## src/rtl/rotate_ctrl_gen.sv

```systemverilog
// ============================================================================
// rotate_ctrl_gen : rotate-stage controller, OUTER_CNT read passes of
//                   INNER_CNT write/update steps each, with handshakes/abort.
// Revision        : 1.0  initial release
// ============================================================================
`default_nettype none

module rotate_ctrl_gen #(
  parameter int INNER_CNT = 24,
  parameter int OUTER_CNT = 64,
  parameter int IW        = (INNER_CNT > 1) ? $clog2(INNER_CNT) : 1,
  parameter int OW        = (OUTER_CNT > 1) ? $clog2(OUTER_CNT) : 1
) (
  input  logic          clk,
  input  logic          rst,
  input  logic          start,
  input  logic          abort,
  input  logic          rd_valid,
  input  logic          flush_ack,
  output logic          read_en,
  output logic          wr_en_1,
  output logic          wr_en_2,
  output logic          file_write,
  output logic          done,
  output logic          busy,
  output logic [IW-1:0] inner_idx,
  output logic [OW-1:0] outer_idx
);

  localparam logic [IW-1:0] c_INNER_LAST = IW'(INNER_CNT - 1);
  localparam logic [OW-1:0] c_OUTER_LAST = OW'(OUTER_CNT - 1);

  typedef enum logic [2:0] {
    S_IDLE     = 3'd0,
    S_READ     = 3'd1,
    S_WAIT_RD  = 3'd2,
    S_WRITE    = 3'd3,
    S_INNER_UP = 3'd4,
    S_OUTER_UP = 3'd5,
    S_FLUSH    = 3'd6,
    S_DONE     = 3'd7
  } state_t;

  state_t        r_state;
  state_t        w_next;
  logic [IW-1:0] r_inner;
  logic [IW-1:0] w_inner_nxt;
  logic [OW-1:0] r_outer;
  logic [OW-1:0] w_outer_nxt;

  always_ff @(posedge clk or negedge rst) begin
    if (!rst) begin
      r_state <= S_IDLE;
      r_inner <= '0;
      r_outer <= '0;
    end else begin
      r_state <= w_next;
      r_inner <= w_inner_nxt;
      r_outer <= w_outer_nxt;
    end
  end

  always_comb begin
    w_next      = r_state;
    w_inner_nxt = r_inner;
    w_outer_nxt = r_outer;
    read_en     = 1'b0;
    wr_en_1     = 1'b0;
    wr_en_2     = 1'b0;
    file_write  = 1'b0;
    done        = 1'b0;
    busy        = (r_state != S_IDLE);

    case (r_state)
      S_IDLE: begin
        w_inner_nxt = '0;
        w_outer_nxt = '0;
        if (start && !abort) w_next = S_READ;
      end
      S_READ: begin
        read_en = 1'b1;
        w_next  = S_WAIT_RD;
      end
      S_WAIT_RD: begin
        if (rd_valid) w_next = S_WRITE;
      end
      S_WRITE: begin
        wr_en_1 = 1'b1;
        w_next  = S_INNER_UP;
      end
      S_INNER_UP: begin
        wr_en_2 = 1'b1;
        if (r_inner == c_INNER_LAST) begin
          w_inner_nxt = '0;
          w_next      = S_OUTER_UP;
        end else begin
          w_inner_nxt = r_inner + IW'(1);
          w_next      = S_WRITE;
        end
      end
      S_OUTER_UP: begin
        if (r_outer == c_OUTER_LAST) begin
          w_outer_nxt = '0;
          w_next      = S_FLUSH;
        end else begin
          w_outer_nxt = r_outer + OW'(1);
          w_next      = S_READ;
        end
      end
      S_FLUSH: begin
        file_write = 1'b1;
        if (flush_ack) w_next = S_DONE;
      end
      S_DONE: begin
        done   = 1'b1;
        w_next = S_IDLE;
      end
      default: w_next = S_IDLE;
    endcase

    // Abort overrides every transition above, including DONE -> IDLE.
    if (abort && (r_state != S_IDLE)) begin
      w_next      = S_IDLE;
      w_inner_nxt = '0;
      w_outer_nxt = '0;
    end
  end

  assign inner_idx = r_inner;
  assign outer_idx = r_outer;

endmodule

`default_nettype wire
```

## config.mk

```make
export PLATFORM = sky130hd
export DESIGN_NAME = rotate_ctrl_gen
export DESIGN_NICKNAME = d
export VERILOG_FILES = /design/src/rtl/rotate_ctrl_gen.sv
export SDC_FILE = /design/constraint.sdc
export NUM_CORES = 1
export LEC_CHECK = 0
export BUFFER_PORTS_ARGS = -buffer_cell sky130_fd_sc_hd__buf_2
export CORE_UTILIZATION = 51
export DETAILED_ROUTE_END_ITERATION = 7
export HOLD_SLACK_MARGIN = 0.02
export PLACE_DENSITY = 0.88
export SKIP_LAST_GASP = 1
export SYNTH_ARGS = -nofsm -noshare
export SYNTH_HDL_FRONTEND = slang
export SYNTH_SLANG_ARGS = --single-unit
```

## constraint.sdc

```tcl
create_clock -name clk -period 2.1 [get_ports clk]
set_input_delay 0.42 -clock clk [delete_from_list [all_inputs] [get_ports clk]]
set_output_delay 0.42 -clock clk [all_outputs]
set_load 0.005 [all_outputs]
```

==> results.cfg <==
[timing]
rsz0062_at_grt = false
period_share = 0.928
hold_viol = 0
period_needed_ns = 1.95
hold_ws_ns = 0.00746
fin_ws_ns = 0.152
worstMarginPinSlew_ns = 0.496
fmax_mhz = 513
slew_headroom = 0.664
clock_skew_ns = 0.00548
drv_slew = 0
setup_violations = 0
setup-tns-final_ns = 0

[setup_path]
crit_chain = or2_1 -> nor2_1 -> buf_2
cp_slowest_cell = dfrtp_1
critPathArrivalTime_ns = 1.53
path_delay_family = simple AND/OR/NAND/NOR gates
crit_type = reg2out
worst-path-buf-inv = 1
cp-start-kind = register
end_kind = output pin
slowest_delay_ns = 0.54
worstPathRequired_ns = 1.68
crit_fanout = 16

[drt]
vias = 884
antenna_left = 0
drt_iter0_drc = 38
drc_errors = 0
wl_um = 2010
via_per_inst = 6.27
wire_per_inst_um = 14.3
drt-pass1-iter-count = 7

[floorplan]
ioPinCount = 23
die_y_um = 44.1
die_width_um = 44.1
rows = 14
dieArea_mm2 = 0.00194
core_mm2 = 0.00158
start_util = 0.572

[clock_tree]
h-tree-depth = 1
cts_root_buf = clkbuf_4
cts.clk_slew.worst_paths_ns = 0.09
cts_num_sinks = 14
cts_setup_buffers = 0
cts.path.max_buffers = 2
clk_latency_ns = 0.29
post_cts_resized = 0
ctsHoldBuffers = 0
cts-buffers-inserted = 3
cts_tree = done

[final_layout]
multi_input_area_um2 = 507
area_growth_pct = 14.7
stdcell_area_mm2 = 0.00103
final_nets = 134
nFillCells = 130
ff_latch_area_um2 = 350
diodes = 0
stdcell_count = 141
layout-drive-gt1-share = 0.232

[power]
peakVddDrop_uv = 414
power_density_mw_per_mm2 = 551
p_leak_nw = 0.476

[synth]
synth_edf_count = 0
avgSynthCellArea_um2 = 8.51
synth_warnings = 0
synth.top_cell.area_share = 0.388
syn-cell-area_um2 = 902
yosysMostFrequentCell = dfrtp_1
synth.area.top_cells = dfrtp_1 39%, a21oi_1 5.0%, nand2_1 4.2%, nand4b_1 3.9%, nor2_1 3.7%
syn-num-nets = 114
synth_commonest_cells = 14 x dfrtp_1, 10 x nand2_1, 9 x a21oi_1, 9 x nor2_1
ys_ff_latch = 14
ys.flop_type = dfrtp_1
syn_inst = 106
ys_seq_area_frac = 0.388
yosysTopAreaCell = dfrtp_1
async_flop_share = 1.00
ys_types = 37

[global_route]
gr-usage-all-layers = 0.221
grt_pass1_vias = 708
grt_pass1_wl_um = 3170
grt_remaining_overflow = 0
antenna_found_initial = 0
grt_max_degree = 17

[placement]
place_area_um2 = 998
place_ws_ns = 0.372
dp_cells = 137
gp_congestion = 0.818
dp_hpwl_um = 1420
port-buffer-count = 22

[worst_hold_path]
hold_path.class = in2async

[job]
maxCapViolCount = 0

[outcome]
outcome = complete, no violations
[registers in the layout, indices dropped and copies added (netlist names)]
register,count
outer_idx,6
inner_idx,5
r_state,3
[logic make-up (layout without fill, tap and decap cells)]
group,Yosys count,after routing,synth area share
compound gates,30,30,0.212
xor+xnor,3,3,0.0375
fa+ha+maj,2,2,0.0277
buf+inv,10,29,0.0499
flops,14,14,0.388
mux,1,1,0.0111
simple gates,46,46,0.273
[cells in the final DEF, fill, tap and decap left out, types with 2 or more instances in the layout]
| cell type | instances |
|---|---|
| nor2_1 | 9 |
| and3_1 | 2 |
| nand4_1 | 2 |
| nand2_1 | 10 |
| inv_2 | 2 |
| nand4b_1 | 4 |
| clkbuf_4 | 3 |
| nor3_1 | 3 |
| ha_1 | 2 |
| nor2b_1 | 3 |
| a21oi_1 | 9 |
| a22oi_1 | 3 |
| o31ai_1 | 2 |
| o21ai_1 | 6 |
| buf_2 | 22 |
| dfrtp_1 | 14 |
| xnor2_1 | 2 |
| nor3b_1 | 2 |
| nand3_1 | 6 |
[worst paths after layout]
check,from,to,slack (ns),depth (start not counted)
max,r_state[1],wr_en_2,0.15,3
min,rst,inner_idx[2],0.007,1
max reg2reg,r_state[2],outer_idx[5],0.32,4
min reg2reg,inner_idx[1],inner_idx[1],0.58,2
max in group asynchronous,rst,outer_idx[0],1.85,1
min in group clk,abort,inner_idx[0],0.46,2
[worst reg2reg max path, delay by kind of cell, from the launching register on]
family,cells,cell delay (ns)
AOI/OAI and AO/OA,2,0.39
and+or+nand+nor,1,0.47
xor gates and xnor gates,1,0.18
DFF,1,0.67
[power by group]
group / leakage [nW] / total (mW) / switching (mW) / internal (mW)
clock: 0.0210 / 0.200 / 0.0942 / 0.106
combinational: 0.261 / 0.0766 / 0.0462 / 0.0304
sequential: 0.194 / 0.293 / 0.0191 / 0.274
total: 0.476 / 0.570 / 0.160 / 0.410
[per-layer routing]
| metal | global-route usage | part of all wire |
|---|---|---|
| met1 | 0.329 | 0.45 |
| met4 | 0.127 | 0.025 |
| met2 | 0.315 | 0.47 |
| met3 | 0.0163 | 0.050 |
| met5 | 0 | 0 |
[metrics by stage]
| step | utilization | power (mW) |
|---|---|---|
| after floorplan | - | 0.348 |
| after global placement | 0.633 | 0.371 |
| after detailed placement | 0.633 | 0.373 |
| after CTS | 0.656 | 0.570 |
| after global routing | 0.656 | 0.590 |
| final | 0.656 | 0.570 |
[layout make-up]
type | instances | area share
multi-input combinational | 82 | 0.490
sequential | 14 | 0.339
timing repair buffer | 22 | 0.106
clock buffer | 4 | 0.0351
tap | 16 | 0.0193
inverter | 3 | 0.0109
Note: power is estimated with default switching activity, not from simulation.
